### src/rtl/enemy_move_ctrl.sv
// enemy_move_ctrl: per-enemy grid walker producing sprite position and facing.
// Steps once per frame, backs off and re-routes on a leading-edge wall hit or
// at the play-field bounds. Optional random turns at tile intersections are
// compiled in with the macro ENEMY_RANDOM_TURN_EN.
module enemy_move_ctrl #(
    parameter logic [10:0] INITIAL_X = 11'd64,
    parameter logic [10:0] INITIAL_Y = 11'd64,
    parameter int unsigned SPEED     = 1,
    parameter logic [10:0] X_MIN     = 11'd32,
    parameter logic [10:0] X_MAX     = 11'd576,
    parameter logic [10:0] Y_MIN     = 11'd32,
    parameter logic [10:0] Y_MAX     = 11'd416,
    parameter logic [7:0]  SEED      = 8'hA5
) (
    input  logic        clk,
    input  logic        resetN,
    input  logic        startOfFrame,
    input  logic        enable,
    input  logic        collision,
    input  logic [3:0]  HitEdgeCode,
    output logic [10:0] topLeftX,
    output logic [10:0] topLeftY,
    output logic [3:0]  direction,
    output logic        turnPulse
);

    localparam logic [10:0] STEP       = 11'(SPEED);
    localparam logic [3:0]  DIR_LEFT   = 4'b1000;
    localparam logic [3:0]  DIR_TOP    = 4'b0100;
    localparam logic [3:0]  DIR_RIGHT  = 4'b0010;
    localparam logic [3:0]  DIR_BOTTOM = 4'b0001;

    typedef enum logic {S_MOVE, S_CHOOSE} state_e;

    state_e      state_q, state_d;
    logic [10:0] x_q, x_d, y_q, y_d;
    logic [3:0]  direction_q, direction_d;
    logic [3:0]  blocked_q, blocked_d;
    logic        turn_pulse_q, turn_pulse_d;
    logic        hit_flag_q, hit_flag_d;
    logic [7:0]  lfsr_q, lfsr_d;
    logic        hit_now;
    logic        at_bound;
    logic [3:0]  candidate;

    // Next-state, motion and direction-choice logic
    always_comb begin
        state_d      = state_q;
        x_d          = x_q;
        y_d          = y_q;
        direction_d  = direction_q;
        blocked_d    = blocked_q;
        turn_pulse_d = 1'b0;
        lfsr_d       = {lfsr_q[6:0], lfsr_q[7] ^ lfsr_q[5] ^ lfsr_q[4] ^ lfsr_q[3]};

        hit_now    = collision && ((HitEdgeCode & direction_q) != '0);
        hit_flag_d = enable ? (hit_flag_q | hit_now) : 1'b0;

        // Pre-step comparison against MIN+STEP / MAX-STEP avoids unsigned wrap
        unique case (direction_q)
            DIR_LEFT:   at_bound = (x_q < X_MIN + STEP);
            DIR_RIGHT:  at_bound = (x_q > X_MAX - STEP);
            DIR_TOP:    at_bound = (y_q < Y_MIN + STEP);
            DIR_BOTTOM: at_bound = (y_q > Y_MAX - STEP);
            default:    at_bound = 1'b0;
        endcase

        unique case (lfsr_q[1:0])
            2'd0:    candidate = DIR_LEFT;
            2'd1:    candidate = DIR_RIGHT;
            2'd2:    candidate = DIR_TOP;
            default: candidate = DIR_BOTTOM;
        endcase
        if (candidate == blocked_q) begin
            unique case (candidate)
                DIR_LEFT:  candidate = DIR_TOP;
                DIR_TOP:   candidate = DIR_RIGHT;
                DIR_RIGHT: candidate = DIR_BOTTOM;
                default:   candidate = DIR_LEFT;
            endcase
        end

        unique case (state_q)
            S_MOVE: begin
                if (startOfFrame && enable) begin
                    hit_flag_d = 1'b0;
                    if (hit_flag_q || hit_now) begin
                        // Back off one step, opposite to the current motion
                        unique case (direction_q)
                            DIR_LEFT:   x_d = x_q + STEP;
                            DIR_RIGHT:  x_d = x_q - STEP;
                            DIR_TOP:    y_d = y_q + STEP;
                            DIR_BOTTOM: y_d = y_q - STEP;
                            default:    ;
                        endcase
                        blocked_d = direction_q;
                        state_d   = S_CHOOSE;
                    end else if (at_bound) begin
                        blocked_d = direction_q;
                        state_d   = S_CHOOSE;
                    end else begin
                        unique case (direction_q)
                            DIR_LEFT:   x_d = x_q - STEP;
                            DIR_RIGHT:  x_d = x_q + STEP;
                            DIR_TOP:    y_d = y_q - STEP;
                            DIR_BOTTOM: y_d = y_q + STEP;
                            default:    ;
                        endcase
`ifdef ENEMY_RANDOM_TURN_EN
                        if ((x_d[4:0] == '0) && (y_d[4:0] == '0) && (lfsr_q[2:0] == '0)) begin
                            blocked_d = '0;
                            state_d   = S_CHOOSE;
                        end
`endif
                    end
                end
            end
            S_CHOOSE: begin
                direction_d  = candidate;
                turn_pulse_d = 1'b1;
                blocked_d    = '0;
                state_d      = S_MOVE;
            end
            default: state_d = S_MOVE;
        endcase
    end

    // State and output registers with synchronous active-high reset
    always_ff @(posedge clk) begin
        if (resetN) begin
            state_q      <= S_MOVE;
            x_q          <= INITIAL_X;
            y_q          <= INITIAL_Y;
            direction_q  <= DIR_LEFT;
            blocked_q    <= '0;
            turn_pulse_q <= 1'b0;
            hit_flag_q   <= 1'b0;
            lfsr_q       <= SEED;
        end else begin
            state_q      <= state_d;
            x_q          <= x_d;
            y_q          <= y_d;
            direction_q  <= direction_d;
            blocked_q    <= blocked_d;
            turn_pulse_q <= turn_pulse_d;
            hit_flag_q   <= hit_flag_d;
            lfsr_q       <= lfsr_d;
        end
    end

    assign topLeftX  = x_q;
    assign topLeftY  = y_q;
    assign direction = direction_q;
    assign turnPulse = turn_pulse_q;

endmodule

### config.mk
export PLATFORM = sky130hd
export DESIGN_NAME = enemy_move_ctrl
export DESIGN_NICKNAME = d
export VERILOG_FILES = /design/src/rtl/enemy_move_ctrl.sv
export SDC_FILE = /design/constraint.sdc
export NUM_CORES = 1
export LEC_CHECK = 0
export CORE_UTILIZATION = 30
export DETAILED_ROUTE_END_ITERATION = 16
export GPL_TIMING_DRIVEN = 0
export REMOVE_ABC_BUFFERS = 1
export SETUP_SLACK_MARGIN = 0.3
export SLEW_MARGIN = 30
export SYNTH_ARGS = -nofsm -noshare
export SYNTH_HDL_FRONTEND = slang
export SYNTH_SLANG_ARGS = --single-unit
export TNS_END_PERCENT = 10
### constraint.sdc
create_clock -name clk -period 2.9 [get_ports clk]
set_input_delay 0.435 -clock clk [delete_from_list [all_inputs] [get_ports clk]]
set_output_delay 0.435 -clock clk [all_outputs]
set_load 0.01 [all_outputs]
**Word-level counts from Yosys, hierarchy flattened**

Cells that the tools add are included.

- Add/subtract/negate cells: 4
- $lt $le $gt $ge: 4
- Eq/ne operators: 13
- Muxes and demuxes: 24
- Bitwise logic cells: 6
- Reduce and logical (&&, ||, !) cells: 10

Operators with widths:

| operator | count |
|---|---|
| $pmux 11 s2 | 4 |
| $mux 11 | 4 |
| $pmux 4 s3 | 2 |
| $add 11x1->11 const B | 2 |
| $lt 11x6->1 const B | 2 |
| $sub 11x1->11 const B | 2 |
| $mux 4 | 4 |
| $gt 11x10->1 const B | 1 |
| $gt 11x9->1 const B | 1 |
| $eq 4x2->1 const B | 2 |
| $eq 4x3->1 const B | 2 |
| $eq 4x4->1 const B | 2 |
| $pmux 4 s2 | 1 |
| $reduce_and 4->1 | 2 |
| $mux 1 | 7 |
| $and 4x4->4 | 1 |
| $eq 4x1->1 const B | 1 |
| $eq 4x4->1 | 1 |
| $pmux 1 s4 | 1 |
| $reduce_bool 2->1 | 2 |
| $reduce_bool 4->1 | 1 |
| $ne 3x3->1 const B | 1 |
| $xor 1x1->1 | 3 |
| $eq 2x1->1 const B | 1 |
| other kinds (10) | 11 |

- Bits in registers: 41
- Bits of input ports: 9
- Output and inout port bits: 27
- Logic and storage cells: 69

**Depth between registers and ports, before layout**

- Word-level depth: 7
- Gate-level depth with buffers: 9

**Least setup slack after synthesis**

Ideal clock, no wire load.

- Path kind: register to register
- From: register direction_q[0] (netlist: direction[0])
- To: register y_q[9] (netlist: topLeftY[9])
- Library setup time: 0.115 ns
- Arrival: 2.268 ns
- Slack: 0.517 ns
- Stages on the path, launching flop included: 9
- Cells stage by stage: dfxtp_1 buf_2 nor4b_4 mux2i_1 o311ai_2 or4_1 a211oi_2 a21oi_1 o21ba_1

- Cells in the longest elaborated chain, start to end: 6

Ends and longest elaborated chain:

| element | line | source |
|---|---|---|
| start, declared | 37 | `logic [3:0] direction_q, direction_d;` |
| start signal, assigned | 143 | `direction_q <= direction_d;` |
| parallel branches: the longest is 6 deep, another holds $eq 4x1->1 | n/a |  |
| end signal, assigned | 142 | `y_q <= y_d;` |
| end, declared | 36 | `logic [10:0] x_q, x_d, y_q, y_d;` |

Several ways; the timed one is not identified. The select of a mux whose other input is x is not followed.
A chain may end at the register's enable or synchronous reset.

**Worst setup path after layout**

- From: register direction_q[3] (netlist: direction[3])
- To: register x_q[9] (netlist: topLeftX[9])

- Cells in the longest elaborated chain, start to end: 6

Ends and longest elaborated chain:

| element | line | source |
|---|---|---|
| parallel branches: the longest is 6 deep, another holds $eq 4x1->1 | n/a |  |
| end signal, assigned | 132 | `x_q <= INITIAL_X;` |
| end signal, assigned | 141 | `x_q <= x_d;` |
| end, declared | 36 |  |

Several ways; the timed one is not identified. The select of a mux whose other input is x is not followed.

==> results_dict.tcl <==
set metrics [dict create \
    status "finished clean" \
    ys_seq_area_frac 0.320 \
    holdWs_ns 0.413 \
    worstPathRequired_ns 3.09 \
    final_cell_mix "dfxtp_1 (39), nor2_1 (34), clkdlybuf4s50_1 (34)" \
    htreeDepth 2 \
    viasPerCell 5.19 \
    yosysWarnings 0 \
    rows 33 \
    wirelength_um 5910 \
    cts_buffers 5 \
    synthFlopType "dfxtp_1" \
    worst-path-max-fanout 11 \
    final_util 0.380 \
    core_area_sq_um 8260 \
    endpoint_kind "flop" \
    arrival_ns 2.76 \
    wl_per_cell_um 13.2 \
    drt_iter0_drc 120 \
    postRouteAntennaNets 0 \
    critPathKind "reg -> reg" \
    grt_max_degree 37 \
    syn_inst 309 \
    grt_setup_unrepaired "true" \
    avgSynthCellArea_sq_um 8.29 \
    nFillCells 872 \
    startpoint "direction[3]" \
    cts.hold.buffers_added 0 \
    finalCritPeriodShare 0.886 \
    peakVddDrop_mv 0.167 \
    synth_area_sq_um 2560 \
    skew_ns 0.0158 \
    min_to "lfsr_q[7]" \
    hp-class "reg -> reg" \
    ys_ff_latch 41 \
    gr-total-overflow 0 \
    root_buffer "clkbuf_8" \
    die_w_um 94.4 \
    leakagePower_uw 0.00107 \
    die_area_sq_um 8920 \
    firstDrtPassIters 6 \
    fin_crit_ns 2.57 \
    drv_slew 0 \
    final_nets 355 \
    layout_commonest_cell "dfxtp_1" \
    cts_sinks 41 \
    antenna_found_initial 0 \
    antenna-diode-count 0 \
    drc 0 \
    synth_edf_count 0 \
    ys_types 56 \
    die_h_um 94.4 \
    setup_viol 0 \
    synth-async-reset-ratio 0 \
    startpoint_type "flop" \
    cts_buffer_depth 2 \
    rr_startpoint "direction[3]" \
    place.gp.congestion 0.815 \
    grt_use_total 0.137 \
    min_delay_path_depth 1 \
    io_pins 36 \
    vias 2325 \
    setup_tns_ns 0 \
    max_cap_violations 0 \
    clkTransAtPathRegs_ns 0.10 \
    pwr_density_cell_nw_per_um2 413 \
    drive_above_1_share 0.140 \
    area_growth_pct 22.4 \
    numPortBuffers 35 \
    reg2regPathDepth 7 \
    relSlewSlack 0.631 \
    start_util 0.310 \
    hold_path.startpoint "lfsr_q[6]" \
    max_freq_mhz 389 \
    first_global_vias 2034 \
    r2r_end "topLeftX[9]" \
    r2r_setup_slack_ns 0.33 \
    place_hpwl_um 4220 \
    cts_tree "done" \
    final_hold_viol_count 0 \
    clkLatencyLatePin_ns 0.30 \
    grt_pass1_wl_um 9920 \
    tightest_slew_ns 0.554 \
]
## how the worst max path moves through the flow
stage,to,slack (ns),cells past startpoint
4_1_cts,topLeftY[9],0.22,7
5_1_grt,topLeftX[9],0.18,7
2_1_floorplan,topLeftY[9],0.37,7
3_5_place_dp,topLeftY[9],-0.18,8
3_3_place_gp,topLeftY[9],-0.13,8
6_report,topLeftX[9],0.33,7
## report_power, final
| part | internal (uW) | switching, uW | leakage, uW | total [uW] |
|---|---|---|---|---|
| Sequential | 589 | 41.8 | 0.000335 | 630 |
| Clock | 182 | 239 | 0.0000511 | 421 |
| Combinational | 124 | 121 | 0.000680 | 245 |
| Total | 895 | 402 | 0.00107 | 1300 |
## cell families after synthesis
kind of cell,count (synthesis),share of synthesized area
xor+xnor,14,0.0478
buf+inv,25,0.0449
flops,41,0.320
compound gates,69,0.198
fa+ha+maj,4,0.0195
mux,15,0.0625
simple gates,141,0.307
## what timing repair did
action,in CTS,in global routing
pin swaps,0,1
gates cloned,0,0
gates resized for setup,3,2
endpoints found under the setup margin,11,9
buffers inserted,1,4
## synthesized netlist by cell type, types with 5 or more instances
cell	n	area, sq um
nand4_1	10	62.6
and3_1	5	31.3
nor3_1	13	65.1
dfxtp_1	41	821
clkbuf_1	7	26.3
mux2i_1	7	70.1
a31o_2	5	43.8
or2_2	5	31.3
a21oi_1	15	75.1
nand3_1	8	40.0
a211oi_1	9	67.6
o21ai_0	12	60.1
xnor2_1	10	87.6
nand3b_1	5	37.5
inv_1	10	37.5
nand2_1	15	56.3
nand2b_1	10	62.6
mux2_2	8	90.1
nor2_1	35	131
nor2b_1	14	87.6
## per-layer routing
| metal | GRT usage | wire (um) |
|---|---|---|
| met5 | 0 | 0 |
| met4 | 0.0333 | 32 |
| met1 | 0.195 | 2980 |
| met2 | 0.211 | 2650 |
| met3 | 0.0258 | 250 |
## layout make-up
type | count | area [sq um] | area share
Clock buffer | 5 | 68.8 | 0.0219
Clock inverter | 3 | 28.8 | 0.00917
Inverter | 10 | 37.5 | 0.0120
Multi-Input combinational cell | 243 | 1640 | 0.524
Sequential cell | 41 | 823 | 0.262
Tap cell | 105 | 131 | 0.0419
Timing Repair Buffer | 41 | 403 | 0.128
## sequential cells by signal, summed over array words and instances (netlist names)
name,count
turnPulse,1
topLeftY,11
hit_flag_q,1
direction,4
lfsr_q,8
state_q,1
blocked_q,4
topLeftX,11
## through the flow
stage	setup slack (ns)	total power, uW	instances	instance area (sq um)
floorplan	0.365	791	294	2480
global placement	-0.128	875	434	2970
detailed placement	-0.176	879	435	2980
CTS	0.218	1300	444	3100
global route	0.177	1370	448	3140
finish	0.329	1300	448	3140
## critical path, cell delays in order (launching register included)
cell and delay [ns]:
dfxtp_1 0.61, a22o_1 0.26, o21ai_1 0.12, a21oi_1 0.36
nor2_2 0.19, or4_1 0.43, a21boi_1 0.16, mux2_2 0.34
(Power assumes the default switching activity.)
